<file path="config.mk">
export PLATFORM = sky130hd
export DESIGN_NAME = riscv_core_fetch_pc_flat
export DESIGN_NICKNAME = d
export VERILOG_FILES = /design/src/rtl/riscv_core_fetch_pc_if.sv /design/src/rtl/riscv_core_fetch_pc.sv /design/src/flat_wrapper.sv
export SDC_FILE = /design/constraint.sdc
export NUM_CORES = 1
export LEC_CHECK = 0
export ABC_AREA = 1
export BUFFER_PORTS_ARGS = -buffer_cell sky130_fd_sc_hd__buf_2
export CAP_MARGIN = 25
export CORE_MARGIN = 2
export CORE_UTILIZATION = 52
export DETAILED_ROUTE_END_ITERATION = 10
export HOLD_SLACK_MARGIN = 0.08
export PLACE_DENSITY = 0.81
export SLEW_MARGIN = 20
export SYNTH_ARGS = -nofsm -noshare
export SYNTH_HDL_FRONTEND = slang
export SYNTH_SLANG_ARGS = --single-unit
</file>
<file path="constraint.sdc">
create_clock -name i_clk -period 7.5 [get_ports i_clk]
set_input_delay 1.5 -clock i_clk [delete_from_list [all_inputs] [get_ports i_clk]]
set_output_delay 1.5 -clock i_clk [all_outputs]
set_load 0.005 [all_outputs]
</file>
<file path="src/rtl/riscv_core_fetch_pc_if.sv">
// Fetch-stage bus bundle: predictor lookup, instruction-memory request and
// response, decode handoff and EX redirect. The fetch unit is the master.
interface riscv_core_fetch_pc_if #(
    parameter int PC_LEN   = 64,
    parameter int INST_LEN = 32
);
    logic [PC_LEN-1:0]   o_if_pc;
    logic [PC_LEN-1:0]   i_bp_target;
    logic                i_bp_taken;
    logic                i_bp_valid;
    logic                o_imem_req_valid;
    logic                i_imem_req_ready;
    logic [PC_LEN-1:0]   o_imem_req_addr;
    logic                i_imem_rsp_valid;
    logic [INST_LEN-1:0] i_imem_rsp_data;
    logic                o_id_valid;
    logic                i_id_ready;
    logic [PC_LEN-1:0]   o_id_pc;
    logic [INST_LEN-1:0] o_id_inst;
    logic                o_id_pred_taken;
    logic [PC_LEN-1:0]   o_id_pred_target;
    logic                i_ex_redirect;
    logic [PC_LEN-1:0]   i_ex_redirect_pc;

    modport master (
        output o_if_pc, o_imem_req_valid, o_imem_req_addr,
               o_id_valid, o_id_pc, o_id_inst, o_id_pred_taken, o_id_pred_target,
        input  i_bp_target, i_bp_taken, i_bp_valid, i_imem_req_ready,
               i_imem_rsp_valid, i_imem_rsp_data, i_id_ready,
               i_ex_redirect, i_ex_redirect_pc
    );

    modport slave (
        input  o_if_pc, o_imem_req_valid, o_imem_req_addr,
               o_id_valid, o_id_pc, o_id_inst, o_id_pred_taken, o_id_pred_target,
        output i_bp_target, i_bp_taken, i_bp_valid, i_imem_req_ready,
               i_imem_rsp_valid, i_imem_rsp_data, i_id_ready,
               i_ex_redirect, i_ex_redirect_pc
    );
endinterface

</file>
<file path="src/rtl/riscv_core_fetch_pc.sv">
// Fetch PC generator with an in-order fetch queue. Each cycle the current PC
// goes to the predictor, the same-cycle prediction picks the next PC, and
// accepted requests allocate a queue slot that the in-order memory response
// later fills. A redirect flushes the queue and counts the responses still in
// flight so they can be discarded when they arrive.
module riscv_core_fetch_pc #(
    parameter int                PC_LEN   = 64,
    parameter int                INST_LEN = 32,
    parameter int                FQ_DEPTH = 4,
    parameter logic [PC_LEN-1:0] RESET_PC = {PC_LEN{1'b0}}
) (
    input logic                   i_clk,
    input logic                   i_rst_n,
    riscv_core_fetch_pc_if.master bus
);
    localparam int PTR_W = $clog2(FQ_DEPTH);
    localparam int CNT_W = $clog2(FQ_DEPTH + 1);

    typedef logic [PTR_W-1:0] ptr_t;
    typedef logic [CNT_W-1:0] cnt_t;

    typedef struct packed {
        logic [PC_LEN-1:0] pc;
        logic              pred_taken;
        logic [PC_LEN-1:0] pred_target;
    } meta_t;

    logic [PC_LEN-1:0]   pc_q, pc_d;
    ptr_t                wr_ptr_q, wr_ptr_d;
    ptr_t                rsp_ptr_q, rsp_ptr_d;
    ptr_t                rd_ptr_q, rd_ptr_d;
    cnt_t                count_q, count_d;
    cnt_t                pend_q, pend_d;     // allocated, response not yet seen
    cnt_t                drop_q, drop_d;     // flushed responses still to arrive
    logic [FQ_DEPTH-1:0] done_q, done_d;
    meta_t               meta_q [FQ_DEPTH];
    logic [INST_LEN-1:0] inst_q [FQ_DEPTH];

    logic              pred_taken;
    logic [PC_LEN-1:0] next_pc;
    logic              req_valid, fire;
    logic              rsp_take, rsp_drop;
    logic              id_valid, pop;

    assign pred_taken = bus.i_bp_valid & bus.i_bp_taken;
    assign next_pc    = pred_taken ? bus.i_bp_target : pc_q + PC_LEN'(4);

    assign req_valid = i_rst_n & (count_q < cnt_t'(FQ_DEPTH)) & (drop_q == '0)
                     & ~bus.i_ex_redirect;
    assign fire      = req_valid & bus.i_imem_req_ready;
    assign rsp_take  = bus.i_imem_rsp_valid & (drop_q == '0);
    assign rsp_drop  = bus.i_imem_rsp_valid & (drop_q != '0);
    assign id_valid  = i_rst_n & done_q[rd_ptr_q] & (count_q != '0) & ~bus.i_ex_redirect;
    assign pop       = id_valid & bus.i_id_ready;

    // Next-state logic for PC, pointers, occupancy and drop accounting.
    always_comb begin
        // NOTE: every variable gets a default before any branch; a path that
        // leaves one unassigned would infer a latch.
        pc_d      = pc_q;
        wr_ptr_d  = wr_ptr_q;
        rsp_ptr_d = rsp_ptr_q;
        rd_ptr_d  = rd_ptr_q;
        count_d   = count_q;
        pend_d    = pend_q;
        drop_d    = drop_q;
        done_d    = done_q;
        if (bus.i_ex_redirect) begin
            pc_d      = bus.i_ex_redirect_pc;
            wr_ptr_d  = '0;
            rsp_ptr_d = '0;
            rd_ptr_d  = '0;
            count_d   = '0;
            pend_d    = '0;
            done_d    = '0;
            drop_d    = pend_q - cnt_t'(rsp_take) + drop_q - cnt_t'(rsp_drop);
        end else begin
            if (fire) begin
                pc_d             = next_pc;
                wr_ptr_d         = wr_ptr_q + ptr_t'(1);
                done_d[wr_ptr_q] = 1'b0;
            end
            if (rsp_take) begin
                done_d[rsp_ptr_q] = 1'b1;
                rsp_ptr_d         = rsp_ptr_q + ptr_t'(1);
            end
            if (pop) begin
                done_d[rd_ptr_q] = 1'b0;
                rd_ptr_d         = rd_ptr_q + ptr_t'(1);
            end
            if (rsp_drop) begin
                drop_d = drop_q - cnt_t'(1);
            end
            count_d = count_q + cnt_t'(fire) - cnt_t'(pop);
            pend_d  = pend_q + cnt_t'(fire) - cnt_t'(rsp_take);
        end
    end

    // Control state register with synchronous active-low reset.
    always_ff @(posedge i_clk) begin
        // NOTE: sequential state uses non-blocking assignments so every
        // register samples pre-edge values regardless of statement order.
        if (!i_rst_n) begin
            pc_q      <= RESET_PC;
            wr_ptr_q  <= '0;
            rsp_ptr_q <= '0;
            rd_ptr_q  <= '0;
            count_q   <= '0;
            pend_q    <= '0;
            drop_q    <= '0;
            done_q    <= '0;
        end else begin
            pc_q      <= pc_d;
            wr_ptr_q  <= wr_ptr_d;
            rsp_ptr_q <= rsp_ptr_d;
            rd_ptr_q  <= rd_ptr_d;
            count_q   <= count_d;
            pend_q    <= pend_d;
            drop_q    <= drop_d;
            done_q    <= done_d;
        end
    end

    // Queue payload: metadata captured at issue, instruction at response.
    always_ff @(posedge i_clk) begin
        // NOTE: payload arrays carry no reset; done_q gates every read, so
        // stale contents are never visible and the storage stays plain RAM.
        if (fire) begin
            meta_q[wr_ptr_q] <= '{pc:          pc_q,
                                  pred_taken:  pred_taken,
                                  pred_target: pred_taken ? next_pc : bus.i_bp_target};
        end
        if (rsp_take && !bus.i_ex_redirect) begin
            inst_q[rsp_ptr_q] <= bus.i_imem_rsp_data;
        end
    end

    assign bus.o_if_pc          = pc_q;
    assign bus.o_imem_req_addr  = pc_q;
    assign bus.o_imem_req_valid = req_valid;
    assign bus.o_id_valid       = id_valid;
    assign bus.o_id_pc          = meta_q[rd_ptr_q].pc;
    assign bus.o_id_pred_taken  = meta_q[rd_ptr_q].pred_taken;
    assign bus.o_id_pred_target = meta_q[rd_ptr_q].pred_target;
    assign bus.o_id_inst        = inst_q[rd_ptr_q];

    // A response is only legal while some request is awaiting one.
    a_rsp_has_owner : assert property (@(posedge i_clk) disable iff (!i_rst_n)
        bus.i_imem_rsp_valid |-> ((pend_q != '0) || (drop_q != '0)));
endmodule

</file>
<file path="src/flat_wrapper.sv">
// flat-port wrapper written by rule: the top's interface ports become plain ports
module riscv_core_fetch_pc_flat 
#(
    parameter int                PC_LEN   = 64,
    parameter int                INST_LEN = 32,
    parameter int                FQ_DEPTH = 4,
    parameter logic [PC_LEN-1:0] RESET_PC = {PC_LEN{1'b0}}
)
  (i_clk, i_rst_n, bus_o_if_pc, bus_o_imem_req_valid, bus_o_imem_req_addr, bus_o_id_valid, bus_o_id_pc, bus_o_id_inst, bus_o_id_pred_taken, bus_o_id_pred_target, bus_i_bp_target, bus_i_bp_taken, bus_i_bp_valid, bus_i_imem_req_ready, bus_i_imem_rsp_valid, bus_i_imem_rsp_data, bus_i_id_ready, bus_i_ex_redirect, bus_i_ex_redirect_pc);
  riscv_core_fetch_pc_if #(.PC_LEN(PC_LEN), .INST_LEN(INST_LEN)) bus_i ();
  input logic i_clk;
  input logic i_rst_n;
  output wire logic [$bits(bus_i.o_if_pc)-1:0] bus_o_if_pc;
  output wire logic [$bits(bus_i.o_imem_req_valid)-1:0] bus_o_imem_req_valid;
  output wire logic [$bits(bus_i.o_imem_req_addr)-1:0] bus_o_imem_req_addr;
  output wire logic [$bits(bus_i.o_id_valid)-1:0] bus_o_id_valid;
  output wire logic [$bits(bus_i.o_id_pc)-1:0] bus_o_id_pc;
  output wire logic [$bits(bus_i.o_id_inst)-1:0] bus_o_id_inst;
  output wire logic [$bits(bus_i.o_id_pred_taken)-1:0] bus_o_id_pred_taken;
  output wire logic [$bits(bus_i.o_id_pred_target)-1:0] bus_o_id_pred_target;
  input wire logic [$bits(bus_i.i_bp_target)-1:0] bus_i_bp_target;
  input wire logic [$bits(bus_i.i_bp_taken)-1:0] bus_i_bp_taken;
  input wire logic [$bits(bus_i.i_bp_valid)-1:0] bus_i_bp_valid;
  input wire logic [$bits(bus_i.i_imem_req_ready)-1:0] bus_i_imem_req_ready;
  input wire logic [$bits(bus_i.i_imem_rsp_valid)-1:0] bus_i_imem_rsp_valid;
  input wire logic [$bits(bus_i.i_imem_rsp_data)-1:0] bus_i_imem_rsp_data;
  input wire logic [$bits(bus_i.i_id_ready)-1:0] bus_i_id_ready;
  input wire logic [$bits(bus_i.i_ex_redirect)-1:0] bus_i_ex_redirect;
  input wire logic [$bits(bus_i.i_ex_redirect_pc)-1:0] bus_i_ex_redirect_pc;
  assign bus_o_if_pc = bus_i.o_if_pc;
  assign bus_o_imem_req_valid = bus_i.o_imem_req_valid;
  assign bus_o_imem_req_addr = bus_i.o_imem_req_addr;
  assign bus_o_id_valid = bus_i.o_id_valid;
  assign bus_o_id_pc = bus_i.o_id_pc;
  assign bus_o_id_inst = bus_i.o_id_inst;
  assign bus_o_id_pred_taken = bus_i.o_id_pred_taken;
  assign bus_o_id_pred_target = bus_i.o_id_pred_target;
  assign bus_i.i_bp_target = bus_i_bp_target;
  assign bus_i.i_bp_taken = bus_i_bp_taken;
  assign bus_i.i_bp_valid = bus_i_bp_valid;
  assign bus_i.i_imem_req_ready = bus_i_imem_req_ready;
  assign bus_i.i_imem_rsp_valid = bus_i_imem_rsp_valid;
  assign bus_i.i_imem_rsp_data = bus_i_imem_rsp_data;
  assign bus_i.i_id_ready = bus_i_id_ready;
  assign bus_i.i_ex_redirect = bus_i_ex_redirect;
  assign bus_i.i_ex_redirect_pc = bus_i_ex_redirect_pc;
  riscv_core_fetch_pc #(.PC_LEN(PC_LEN), .INST_LEN(INST_LEN), .FQ_DEPTH(FQ_DEPTH), .RESET_PC(RESET_PC)) u_core (.i_clk(i_clk), .i_rst_n(i_rst_n), .bus(bus_i));
endmodule
</file>
# [After elaboration in Yosys (flattened, before gate mapping)]
# Memories as Yosys holds them, arrays and structs flattened. A register that Yosys moved wholly into a read port is not among the register bits.
# Cells that the tools add are included.
# W data, S select, Z words.
[totals] memories=2 output_inout_bits=291 elab_cells=85 ramBits=644 reg_bits=83 in_bits=168
[mem_list] memory="u_core.meta_q" words=4 width=129 rd=1 rd_clocked_by_memory_dff=1 write_ports=1 line_no="riscv_core_fetch_pc.sv:36" rtl="meta_t meta_q [FQ_DEPTH];"
[mem_list] memory="u_core.inst_q" words=4 width=32 rd=1 rd_clocked_by_memory_dff=1 write_ports=1 line_no="riscv_core_fetch_pc.sv:37" rtl="logic [INST_LEN-1:0] inst_q [FQ_DEPTH];"
[op_classes] n_bitwise=18 add_sub_neg=12 n_lt_le_gt_ge=7 n_reduce_logical=11 mux=27
[ops] operator="$mux W64" n=4
[ops] operator="$add A64 B3 Y64 const B" n=1
[ops] operator="$mux W4" n=5
[ops] operator="$sub A3 B1 Y3" n=4
[ops] operator="$and A1 B1 Y1" n=11
[ops] operator="$lt A2 B3 Y1 const B" n=3
[ops] operator="$and A4 B4 Y4" n=2
[ops] operator="$mux W1" n=8
[ops] operator="$mux W2" n=4
[ops] operator="$not A4 Y4" n=2
[ops] operator="$add A2 B1 Y2 const B" n=3
[ops] operator="$add A3 B1 Y3" n=2
[ops] operator="$demux W1 S2" n=3
[ops] operator="$ge A2 B1 Y1 const B" n=3
[ops] operator="$mux W3" n=2
[ops] operator="$reduce_bool A3 Y1" n=2
[ops] operator="$logic_and A1 B1 Y1" n=4
[ops] operator="$or A4 B4 Y4" n=1
[ops] operator="$reduce_bool A2 Y1" n=2
[ops] operator="$add A3 B3 Y3" n=1
[ops] operator="$logic_not A3 Y1" n=1
[ops] operator="$lt A3 B3 Y1 const B" n=1
[ops] operator="$sub A3 B1 Y3 const B" n=1
[ops] operator="$bmux W1 S2" n=1
[ops] operator="3 further kinds" n=4

# [Logic depth before layout (Yosys ltp)]
[depth] depth_word=13 mapped_depth=16 depth_no_buf=15

# [Least setup slack after synthesis]
# Ideal clock, no wire load.
[synth_path] path_type="input to register" start="input bus_i_ex_redirect" end="memory u_core.meta_q[0][0] (netlist bit) (enable)" setup_slack_ps=-686 arrival_ps=7566 setup_time_ps=620 path_buffers=2 cell_stages=7 t_required_ps=6880 path_cell_list="buf_2 > inv_2 > nand2_4 > nor3_4 > nand2_1 > buf_2 > nor2_1"
[synth_via] elab_chain_cells=5
[synth_rtl] item="from (decl)" line_no="flat_wrapper.sv:28" rtl="input wire logic [$bits(bus_i.i_ex_redirect)-1:0] bus_i_ex_redirect;"
[synth_rtl] item="$not A1 Y1" line_no="riscv_core_fetch_pc.sv:49" rtl="& ~bus.i_ex_redirect;"
[synth_rtl] item="$and A1 B1 Y1" line_no="riscv_core_fetch_pc.sv:49"
[synth_rtl] item="net bus_o_imem_req_valid" line_no="flat_wrapper.sv:14" rtl="output wire logic [$bits(bus_i.o_imem_req_valid)-1:0] bus_o_imem_req_valid;"
[synth_rtl] item="$and A1 B1 Y1" line_no="riscv_core_fetch_pc.sv:50" rtl="assign fire = req_valid & bus.i_imem_req_ready;"
[synth_rtl] item="$mux W1" line_no="riscv_core_fetch_pc.sv:128" rtl="if (fire) begin"
[synth_rtl] item="$mux W1" line_no="riscv_core_fetch_pc.sv:131" rtl="pred_target: pred_taken ? next_pc : bus.i_bp_target};"
[synth_rtl] item="to (decl)" line_no="riscv_core_fetch_pc.sv:36"
# The timed path passes the listed nets, and every way through them passes these cells.

==> summary.txt <==
GRT
  – Total GRT Usage: 0.277
  – Vias in the first global route: 21.6k
  – First-pass GRT wire length: 131 mm
  – GR Overflow Total: 0
  – Antenna violations before repair: 33
  – Largest net degree at the start of global routing: 183

STA
  – RSZ-0062 raised after global routing: no
  – Final Hold Vio Count: 0
  – Worst Clk Skew: 0.0271 ns
  – F_max: 218 MHz
  – Period minus WS final: 4.59 ns
  – Final slew viol count: 0
  – Worst rel slew slack: 0.317
  – Measured slew at the worst slew-check pin: 1.03 ns
  – Final Setup Violations: 0
  – Setup TNS: 0 ns
  – Final worst path period share: 0.612

Logic synthesis
  – Post-Synth Simple-Gate Area: 0.129
  – Synth Area in Compound Gates: 0.123
  – Synth Area in XOR/XNOR: 0.00505
  – Largest family of logic cells by synthesized area: simple AND/OR/NAND/NOR gates
  – Yosys reg bits: 729
  – Ys flop type: edfxtp_1
  – Synthesized net count: 3069
  – Adder-cell area share of the yosys netlist: 0.0114
  – Post-synth top area share: 0.619
  – Asr flop ratio synth: 0
  – Mux share of post-synthesis cell area: 0
  – Warnings, synthesis: 0
  – Register area share after synthesis: 0.673
  – Gate Count Post-Synth: 2875
  – Syn avg cell area: 10.9 sq um
  – Netlist Area Pre-Place: 31200 sq um
  – Top cells by area, synth: edfxtp_1 (62%), nor2_1 (6.5%), o21ai_0 (6.1%), dfxtp_1 (5.4%), nand2_1 (4.4%)
  – Synth cell types: 42
  – Largest area contributor in the netlist: edfxtp_1
  – Number of synthesized flops with an enable pin: 644

Detailed routing
  – Vias per cell: 5.82
  – Vias after detailed routing: 23.3k
  – Final wirelength: 88.8 mm
  – Wire length per cell: 22.1 um
  – Initial DRC count: 2868
  – DRC Markers: 0
  – First-pass DRT Iterations: 5
  – Post-route ant nets: 0

Floorplanning
  – Area of the core: 59200 sq um
  – Initial Util: 0.527
  – I/O pin count: 459
  – Die X: 249 um
  – Num rows: 89
  – Die footprint: 62100 sq um
  – Die H: 249 um

Clocking
  – CTS HTree Levels: 3
  – Post CTS Setup Buffer Count: 0
  – Worst skew pair latency: 0.63 ns
  – Clock-pin transition on the worst setup and hold timing paths: 0.07 ns
  – Post-CTS Hold Buffers: 0
  – Sink Count: 729
  – CTS Buf Count: 75
  – CTS tree: built
  – Post-CTS sizing: 0
  – Clock buffer depth: 3
  – Root buffer cell: clkbuf_16

Setup path
  – Critical path class: flip-flop to output port
  – Crit path max-delay cell type: buf_12
  – Critical register-to-register path startpoint: u_core.drop_q[1]
  – Crit-path max FO: 182
  – Crit-path cells: inv_8 -> buf_12 -> o21ai_0 -> o22ai_1 -> buf_2
  – Reg2Reg Capture Point: u_core.bus.o_if_pc[47]
  – CP Capture Type: output port
  – CP Launch Type: flip-flop
  – Worst path max stage delay: 0.56 ns
  – R2R Setup Slk: 3.59 ns
  – Crit path arrival time: 3.09 ns
  – Worst Path Required: 6.00 ns
  – R2R depth: 12

Hold path
  – Hold Path Depth: 2
  – Hold Crit Class: flip-flop to flip-flop
  – Worst Hold End: u_core.bus.o_if_pc[61]
  – Hold path startpoint: u_core.bus.o_if_pc[61]

Power and ir drop
  – Leakage power: 13.4 nW
  – Worst vdd ir: 0.174 mV
  – Pwr/cell area: 249 nW/um^2
  – Total power: 8.98 mW

Layout
  – Fin nets: 3341
  – Share of layout cells above drive strength 1: 0.201
  – Area Overhead vs Synth: 15.4%
  – Fillers: 4654

Status
  – Status: complete, no violations

Place
  – Routability cong.: 0.975
  – PortBufs: 458
  – Hpwl dp: 55.3 mm

Job
  – Max-cap viol count: 0
## sequential cells by signal, indices dropped and copies added, names as in the netlist, named ones only
name / count
u_core.meta_q: 516
u_core.inst_q: 128
u_core.bus.o_if_pc: 64
u_core.done_q: 4
u_core.count_q: 3
u_core.drop_q: 3
u_core.pend_q: 3
u_core.rd_ptr_q: 2
u_core.rsp_ptr_q: 2
u_core.wr_ptr_q: 2
## cells in the mapped netlist, drive strengths merged, types with 5 or more instances
cell type  count
dfxtp         85
nor2         555
inv          110
o21ai        383
buf          105
nand4          6
a211oi         5
o211ai         5
xnor2          6
o21bai        14
a311oi        14
clkbuf       178
xor2          12
o22ai        161
nand2        378
ha            22
edfxtp       644
nand3         65
a21oi        111
## cell usage in the layout, fill, tap and decap left out, drive strengths merged
| master | instances |
|---|---|
| a211oi | 5 |
| a21oi | 111 |
| a221oi | 3 |
| a311oi | 14 |
| a31oi | 2 |
| buf | 479 |
| bufinv | 10 |
| clkbuf | 98 |
| clkinv | 23 |
| clkinvlp | 2 |
| dfxtp | 85 |
| diode | 29 |
| edfxtp | 644 |
| fa | 4 |
| ha | 22 |
| inv | 116 |
| nand2 | 378 |
| nand3 | 65 |
| nand4 | 6 |
| nor2 | 555 |
| nor3 | 2 |
| o211ai | 5 |
| o21ai | 383 |
| o21bai | 14 |
| o22ai | 161 |
| o31ai | 2 |
| or2 | 1 |
| xnor2 | 6 |
| xor2 | 12 |
## critical path, delay by kind of cell (launching register included)
| kind | cells | cell delay, ns |
|---|---|---|
| AO/OA/AOI/OAI | 2 | 0.47 |
| flip-flops | 1 | 0.51 |
| buffers and inverters | 3 | 1.27 |
## worst max path at each step
| stage | startpoint | endpoint | slack (ns) | cells after the start |
|---|---|---|---|---|
| finish | flip-flop | bus_o_id_pc[25] | 2.91 | 5 |
| global route | flip-flop | bus_o_id_pred_target[38] | 2.67 | 5 |
| CTS | flip-flop | bus_o_id_pred_target[47] | 2.87 | 5 |
| detailed placement | i_rst_n | u_core.bus.o_if_pc[56] | 2.62 | 10 |
| global placement | i_rst_n | u_core.bus.o_if_pc[55] | 2.75 | 10 |
| floorplan | bus_i_ex_redirect | u_core.meta_q[0][0] | -0.69 | 7 |
## power by group
group | switching [mW] | internal [mW] | total [mW]
Clock | 1.55 | 2.29 | 3.84
Combinational | 0.326 | 0.195 | 0.520
Sequential | 0.115 | 4.51 | 4.63
Total | 1.99 | 6.99 | 8.98
## kinds of logic (layout without fill, tap and decap cells)
kind of cell	Yosys count	in the layout
other	0	29
adders and majority gates	26	26
and+or+nand+nor	1007	1007
xor gates and xnor gates	18	18
DFF	729	729
AOI/OAI and AO/OA	700	700
buffers and inverters	395	728
## final cells by class
class                      instances  area (sq um)  area share
inverter                         111           427      0.0118
tap                              773           967      0.0268
multi-input combinational       1751          8450       0.234
clock buffer                      98          2050      0.0568
clock inverter                    40           493      0.0137
timing repair buffer             479          2560      0.0709
antenna                           29          72.6     0.00201
sequential                       729         21000       0.584
## metal layers
metal / global-route usage / share of wire / wire, um
met1: 0.376 / 0.40 / 35300
met2: 0.436 / 0.47 / 42000
met4: 0.136 / 0.042 / 3710
met5: 0 / 0.00063 / 56
met3: 0.0474 / 0.087 / 7740
## per-stage QoR
step / instances / setup slack [ns] / util / area (sq um) / hold slack, ns
floorplan: 2875 / -0.686 / - / 31200 / 0.469
CTS: 3981 / 2.87 / 0.608 / 36000 / 0.468
finish: 4010 / 2.91 / 0.609 / 36100 / 0.465
global route: 4009 / 2.67 / 0.609 / 36100 / 0.506
detailed placement: 3843 / 2.62 / 0.565 / 33500 / 0.458
global placement: 3841 / 2.75 / 0.564 / 33400 / 0.453
Note: power is estimated with default switching activity, not from simulation.
